[config.mk]
export PLATFORM = sky130hd
export DESIGN_NAME = bitheap_shift_loader
export DESIGN_NICKNAME = d
export VERILOG_FILES = /design/src/rtl/bitheap_shift_loader.sv
export SDC_FILE = /design/constraint.sdc
export NUM_CORES = 1
export LEC_CHECK = 0
export ABC_AREA = 1
export CELL_PAD_IN_SITES_DETAIL_PLACEMENT = 1
export CELL_PAD_IN_SITES_GLOBAL_PLACEMENT = 1
export CORE_ASPECT_RATIO = 0.7
export CORE_MARGIN = 8
export CORE_UTILIZATION = 35
export DETAILED_ROUTE_END_ITERATION = 7
export MAX_ROUTING_LAYER = met4
export PLACE_DENSITY = 0.86
export SLEW_MARGIN = 20
export SYNTH_ARGS = -nofsm -noshare
export SYNTH_HDL_FRONTEND = slang
export SYNTH_SLANG_ARGS = --single-unit
[constraint.sdc]
create_clock -name clk_i -period 3.1 [get_ports clk_i]
set_clock_uncertainty 0.1 [all_clocks]
set_input_delay 0.62 -clock clk_i [delete_from_list [all_inputs] [get_ports clk_i]]
set_output_delay 0.62 -clock clk_i [all_outputs]
set_load 0.05 [all_outputs]
[src/rtl/bitheap_shift_loader.sv]
// Serial loader for the N x N multiplier bit heap: per-column shift registers,
// fill counter, start / valid-ready / heap handshake. Define BITHEAP_REF_SUM_EN for ref_sum_o.
module bitheap_shift_loader #(
  parameter int N    = 11,
  parameter int SUMW = 2 * N
) (
  input  logic                 clk_i,
  input  logic                 rst_i,
  input  logic                 start_i,
  input  logic                 in_valid_i,
  output logic                 in_ready_o,
  input  logic [2*N-2:0]       src_in_i,
  output logic [N*N-1:0]       heap_o,
  output logic                 heap_valid_o,
  input  logic                 heap_ready_i,
  output logic                 busy_o
`ifdef BITHEAP_REF_SUM_EN
  ,
  output logic [SUMW-1:0]      ref_sum_o
`endif
);

  localparam int COLS = 2 * N - 1;
  localparam int NB   = N * N;
  localparam int CW   = $clog2(N + 1);

  function automatic int col_h(input int c);
    return (c + 1 < COLS - c) ? c + 1 : COLS - c;
  endfunction

  function automatic int col_off(input int c);
    int s;
    s = 0;
    for (int k = 0; k < c; k++) s += col_h(k);
    return s;
  endfunction

  function automatic int bit_col(input int i);
    int acc;
    int r;
    acc = 0;
    r   = 0;
    for (int c = 0; c < COLS; c++) begin
      if (i >= acc) r = c;
      acc += col_h(c);
    end
    return r;
  endfunction

  typedef enum logic [1:0] {
    S_IDLE = 2'd0,
    S_FILL = 2'd1,
    S_HOLD = 2'd2
  } state_t;

  state_t          state_q, state_d;
  logic [CW-1:0]   cnt_q, cnt_d;
  logic [NB-1:0]   heap_q, heap_d;
  logic [NB-1:0]   heap_shift;

  // Handshake: a src beat transfers on a cycle where in_valid_i && in_ready_o;
  // the heap is offered while heap_valid_o and released on a cycle with heap_ready_i.

  // The heap register is the set of column shift registers; bit 0 of each column is newest.
  for (genvar c = 0; c < COLS; c++) begin : g_col
    localparam int H   = col_h(c);
    localparam int OFF = col_off(c);
    if (H == 1) begin : g_single
      assign heap_shift[OFF] = src_in_i[c];
    end else begin : g_multi
      assign heap_shift[OFF +: H] = {heap_q[OFF +: H-1], src_in_i[c]};
    end
  end

  always_comb begin
    state_d = state_q;
    cnt_d   = cnt_q;
    heap_d  = heap_q;
    case (state_q)
      S_IDLE: begin
        if (start_i) begin
          state_d = S_FILL;
          cnt_d   = '0;
        end
      end
      S_FILL: begin
        if (in_valid_i) begin
          heap_d = heap_shift;
          cnt_d  = cnt_q + CW'(1);
          if (cnt_q == CW'(N - 1)) state_d = S_HOLD;
        end
      end
      S_HOLD: begin
        if (heap_ready_i) begin
          if (start_i) begin
            state_d = S_FILL;
            cnt_d   = '0;
          end else begin
            state_d = S_IDLE;
          end
        end
      end
      default: state_d = S_IDLE;
    endcase
  end

  always_ff @(posedge clk_i) begin
    if (rst_i) begin
      state_q <= S_IDLE;
      cnt_q   <= '0;
      heap_q  <= '0;
    end else begin
      state_q <= state_d;
      cnt_q   <= cnt_d;
      heap_q  <= heap_d;
    end
  end

  assign in_ready_o   = (state_q == S_FILL);
  assign heap_valid_o = (state_q == S_HOLD);
  assign busy_o       = (state_q != S_IDLE);
  assign heap_o       = heap_q;

`ifdef BITHEAP_REF_SUM_EN
  logic [SUMW-1:0] term [NB];
  logic [SUMW-1:0] ref_sum_q, ref_sum_d;
  logic            enter_hold;

  // Each heap bit carries the weight 2^column; summed from the heap being loaded.
  for (genvar i = 0; i < NB; i++) begin : g_term
    localparam int BC = bit_col(i);
    assign term[i] = heap_shift[i] ? (SUMW'(1) << BC) : '0;
  end

  always_comb begin
    ref_sum_d = '0;
    for (int i = 0; i < NB; i++) ref_sum_d = ref_sum_d + term[i];
  end

  assign enter_hold = (state_q == S_FILL) && in_valid_i && (cnt_q == CW'(N - 1));

  always_ff @(posedge clk_i) begin
    if (rst_i) begin
      ref_sum_q <= '0;
    end else if (enter_hold) begin
      ref_sum_q <= ref_sum_d;
    end
  end

  assign ref_sum_o = ref_sum_q;
`endif

endmodule

==> results.yml, run 1 <==
outcome:
  status: "finished, final reports clean"
timing:
  drv_slew: 0
  worst_pin_slew_ps: 662
  tns_ps: 0
  report.final.setup_viol: 0
  max_clock_freq_mhz: 378
  min_period_ps: 2640
  relSlewSlack_pct: 55.9
  hold_viol_final: 0
  rsz0062_at_grt: "no"
  fin_crit_sh_pct: 85.3
power:
  power_frac_comb_pct: 24.8
  power.share.sequential_pct: 35.8
  pwr-share-clk_pct: 39.4
  ir_drop_v: 0.000429
  power_switching_mw: 1.80
  powerDensity_nw_per_um2: 807
  finalPower_mw: 5.41
  internal_power_mw: 3.60
  swShare_pct: 33.4
  p_leak_nw: 2.95
worst_hold_path:
  worstHoldStart: "cnt_q[3]$_SDFFE_PP0P_"
  hold_class: "reg2reg"
final_layout:
  final_cell_mix: "nor2_1 (253), clkdlybuf4s50_1 (149), dfxtp_1 (127), o21ai_0 (107), o21ai_1 (18)"
  mostFrequentLayoutCell: "nor2_1"
  final_nets: 748
  area_growth_pct: 45.4
  drive_gt1_share_pct: 5.73
  antenna_cells: 0
  nFillCells: 1537
  stdcell_count: 899
global_routing:
  grt_pass1_wl_um: 22600
  grt_pass1_vias: 4594
  grt_usage_pct: 16.5
  grt-ovfl-total: 0
  antenna_found_initial: 0
  grt_max_degree: 69
clock_tree:
  hold_buffers: 0
  worst_setup_hold_path_clk_slew_ps: 60
  clock_latency_ps: 400
  htree_num_levels: 4
  cts_setup_buffers: 0
  root_buffer: "clkbuf_16"
  cts_resized: 0
  cts_tree: "done"
  numCtsBuffers: 17
  clock-sinks: 127
  cts.path.max_buffers: 2
worst_setup_path:
  crit_path_end_kind: "output port"
  cp_num_buf_inv: 2
  worst_setup_path_start_kind: "flop"
  crit_chain: "nand2_2 -> inv_1 -> clkdlybuf4s50_1"
  cp-startpoint: "state_q[0]$_SDFFE_PP0P_"
  crit_type: "reg2out"
  cp_top_family: "buffers and inverters"
  crit_path_top_delay_cell: "clkdlybuf4s50_1"
  slowest_delay_ps: 820
  worstPathRequired_ps: 2380
  r2r_start: "state_q[0]$_SDFFE_PP0P_"
  arrival_ps: 1920
  path_max_fanout: 6
die:
  start_util_pct: 35.4
  fp.dieW_um: 153
  core_sq_um: 13000
  io_pins: 150
  die_h_um: 112
  die_area_sq_um: 17200
  rows: 35
yosys:
  netlist_area_sq_um: 4610
  syn_avg_cell_area_sq_um: 7.88
  synth.area.top_cells: "dfxtp_1 (55%), nor2_1 (21%), o21ai_0 (12%), buf_6 (4.6%), o21ai_1 (2.0%)"
  yosysUniqueCellTypes: 15
  ys_seq_area_share_pct: 55.2
  yosysWarnings: 0
  yosysTopAreaCell: "dfxtp_1"
  yosys_register_bits: 127
  syn-num-nets: 613
  synth_top_area_share_pct: 55.2
  synthCells: 585
placed_design:
  dp.cells: 867
  routabilityCongestion: 0.735
  io_buffers: 149
  hpwl_um: 9490
flow_run:
  max_cap_violations: 0
routing:
  drtIter0Drc: 162
  wl_per_cell_um: 15.8
  postRouteAntennaNets: 0
  vias_per_cell: 4.77
  routed_wl_um: 14200
  drc: 0
  firstDrtPassIters: 4
  num_vias: 4286
-- registers in the layout, summed over array words and instances (netlist names) --
signal	count
heap_o	121
state_q	2
cnt_q	4
-- worst register-to-register path: stages, from the launching register on --
cell,delay [ps]
dfxtp_1,430
nand2_2,140
nor2_4,130
buf_4,500
o21ai_0,220
nor2_1,150
-- per-stage QoR --
step	hold slack, ps	area, sq um	util, %	setup WS, ps
global route	419	6700	51.5	337
global placement	351	6060	46.6	867
detailed placement	380	6060	46.6	744
floorplan	340	4610	-	1330
CTS	393	6700	51.5	418
finish	386	6700	51.5	455
-- cell usage after synthesis --
master and n:
nor2_1 253, dfxtp_1 127, o21ai_0 107, buf_6 19, o21ai_1 18, clkbuf_1 16, nand2_1 12, inv_1 10
a21oi_1 6, nand3_1 6, buf_2 4, inv_2 3, ha_1 2, nand2_2 1, nor2_4 1
-- cell families (layout without fill, tap and decap cells) --
family	count (synthesis)	after routing	synth area share (%)
AOI/OAI and AO/OA	131	131	14.2
adders and majority gates	2	2	0.543
buffers and inverters	52	200	7.44
DFF	127	127	55.2
and+or+nand+nor	273	273	22.6
-- routing by layer --
layer,GRT usage [%],vias to the layer above,share of wire (%)
li1,-,2143,-
met1,17.7,2028,44
met2,27.3,109,48
met3,7.78,6,8.3
met4,3.81,0,0.51
met5,-,-,0
-- power groups by stage --
stage,clock network [mW],registers (mW),logic (mW)
3_3_place_gp,0,1.95,1.31
6_report,2.13,1.93,1.34
4_1_cts,2.18,1.93,1.36
2_1_floorplan,0,2.50,0.367
3_5_place_dp,0,1.96,1.35
5_1_grt,2.26,1.95,1.42
-- area by class of cell --
cell class	instances	area (sq um)	share of cell area, %
tap	166	208	3.10
inverter	13	50.0	0.747
clock buffer	20	457	6.82
clock inverter	12	183	2.73
multi-input combinational	406	1720	25.7
sequential	127	2540	38.0
timing repair buffer	155	1540	22.9
-- path summary, 6_finish.rpt --
path / end / slack (ps) / cells after the start
max: in_ready_o / 460 / 3
min: cnt_q[3]$_SDFFE_PP0P_ / 390 / 2
max reg2reg: heap_o[37]$_SDFFE_PP0P_ / 1360 / 5
min reg2reg: cnt_q[3]$_SDFFE_PP0P_ / 390 / 2
(Power assumes the default switching activity.)
==> run 2: changes to the inputs <==
--- a/config.mk
+++ b/config.mk
@@ -6,9 +6,8 @@
 export NUM_CORES = 1
 export LEC_CHECK = 0
 export ABC_AREA = 1
-export CELL_PAD_IN_SITES_DETAIL_PLACEMENT = 1
+export CELL_PAD_IN_SITES_DETAIL_PLACEMENT = 0
 export CELL_PAD_IN_SITES_GLOBAL_PLACEMENT = 1
-export CORE_ASPECT_RATIO = 0.7
 export CORE_MARGIN = 8
 export CORE_UTILIZATION = 35
 export DETAILED_ROUTE_END_ITERATION = 7
==> run 2 against run 1 <==
Against the previous run:
- worst setup slack gained 14 ps
- cell area about the same
- die area shrank 0.34%
- combinational power barely moved
- maximum frequency up 0.52%
- total power shrank 3.6%
==> results.yml, run 2 (synthesis gave the netlist of run 1 again) <==
clock_tree:
  cts_setup_buffers: 0
  clock_latency_ps: 410
  hold_buffers: 0
  root_buffer: "clkbuf_16"
  worst_setup_hold_path_clk_slew_ps: 50
  cts_resized: 0
  numCtsBuffers: 17
  cts.path.max_buffers: 2
  htree_num_levels: 4
  cts_tree: "done"
  clock-sinks: 127
die:
  io_pins: 150
  die_area_sq_um: 17100
  start_util_pct: 35.4
  rows: 42
  core_sq_um: 13000
  die_h_um: 131
  fp.dieW_um: 131
final_layout:
  nFillCells: 1261
  mostFrequentLayoutCell: "nor2_1"
  stdcell_count: 908
  largest_register_ffs: 121
  final_core_util_pct: 51.4
  stdcell_area_sq_um: 6690
  final_cell_mix: "nor2_1 (253), clkdlybuf4s50_1 (149), dfxtp_1 (127), o21ai_0 (107), o21ai_1 (18)"
  final_nets: 748
  antenna_cells: 0
  area_growth_pct: 45.2
  drive_gt1_share_pct: 4.92
timing:
  relSlewSlack_pct: 51.2
  worst_hold_slack_ps: 377
  max_clock_freq_mhz: 380
  tns_ps: 0
  report.final.setup_viol: 0
  hold_viol_final: 0
  fin_crit_sh_pct: 84.9
  drv_slew: 0
  setup_slack_ps: 469
  worst_pin_slew_ps: 733
  rsz0062_at_grt: "no"
  min_period_ps: 2630
flow_run:
  max_cap_violations: 0
power:
  ir_drop_v: 0.000337
  powerDensity_nw_per_um2: 779
  power_switching_mw: 1.70
  internal_power_mw: 3.52
  power_frac_comb_pct: 25.4
  finalPower_mw: 5.21
  swShare_pct: 32.6
  pwr-share-clk_pct: 37.5
  p_leak_nw: 2.94
  power.share.sequential_pct: 37.0
routing:
  postRouteAntennaNets: 0
  vias_per_cell: 4.65
  routed_wl_um: 12100
  wl_per_cell_um: 13.3
  drtIter0Drc: 254
  drc: 0
  firstDrtPassIters: 4
  num_vias: 4220
global_routing:
  grt_pass1_vias: 3821
  antenna_found_initial: 0
  grt-ovfl-total: 0
  grt_max_degree: 97
  grt_usage_pct: 14.7
  grt_pass1_wl_um: 19100
worst_setup_path:
  crit_chain: "nand2_2 -> inv_1 -> clkdlybuf4s50_1"
  arrival_ps: 1910
  path_max_fanout: 6
  crit_path_end_kind: "output port"
  cp_top_family: "buffers and inverters"
  worst_setup_path_start_kind: "flop"
  crit_path_top_delay_cell: "clkdlybuf4s50_1"
  cp_num_buf_inv: 2
  worstPathRequired_ps: 2380
  slowest_delay_ps: 810
  crit_type: "reg2out"
placed_design:
  io_buffers: 149
  hpwl_um: 8100
  routabilityCongestion: 0.814
  dpl_cell_area_sq_um: 6110
  pre_cts_slack_ps: 829
  dp.cells: 877
worst_hold_path:
  hold_class: "reg2reg"
outcome:
  status: "finished, final reports clean"
==> run 2: cell count changes in the layout (fill, tap and decap cells not counted) <==
cell / change
clkinv_4: -2
inv_6: -2
buf_12: +3
clkinv_2: +1
bufinv_16: -1
clkinvlp_4: -2
buf_4: -3
clkbuf_1: +5
==> run 2: layer usage <==
metal	up-vias	wire, um	GRT usage [%]	share of wire, %
li1	2143	-	-	-
met1	1922	5430	18.0	45
met2	141	5150	20.2	43
met3	14	1350	6.45	11
met4	0	178	7.09	1.5
met5	-	0	-	0
==> run 2: final timing paths <==
kind | from | end | slack [ps] | cells past startpoint
max | state_q[0]$_SDFFE_PP0P_ | in_ready_o | 470 | 3
min | cnt_q[3]$_SDFFE_PP0P_ | cnt_q[3]$_SDFFE_PP0P_ | 380 | 2
max reg2reg | state_q[1]$_SDFFE_PP0P_ | heap_o[26]$_SDFFE_PP0P_ | 1430 | 7
min reg2reg | cnt_q[3]$_SDFFE_PP0P_ | cnt_q[3]$_SDFFE_PP0P_ | 380 | 2
==> run 2: layout make-up <==
class	count	area, sq um	area share, %
clock buffers	25	475	7.10
multi-input cells	406	1720	25.7
flip-flops and latches	127	2540	38.0
clock inverters	6	108	1.61
well taps	176	220	3.29
inverters	13	50.0	0.748
repair buffers	155	1570	23.5
==> run 2: power by group through the flow <==
stage,Clock (mW),Sequential [mW],Combinational (mW)
2_1_floorplan,0,2.50,0.367
3_3_place_gp,0,1.96,1.32
3_5_place_dp,0,1.96,1.33
4_1_cts,2.01,1.93,1.34
5_1_grt,2.10,1.95,1.41
6_report,1.96,1.93,1.33
==> run 2: worst reg2reg max path, delay by kind of cell (launching register included) <==
family	cells	cell delay, ps
DFF	1	360
buffers and inverters	3	660
and+or+nand+nor	4	490
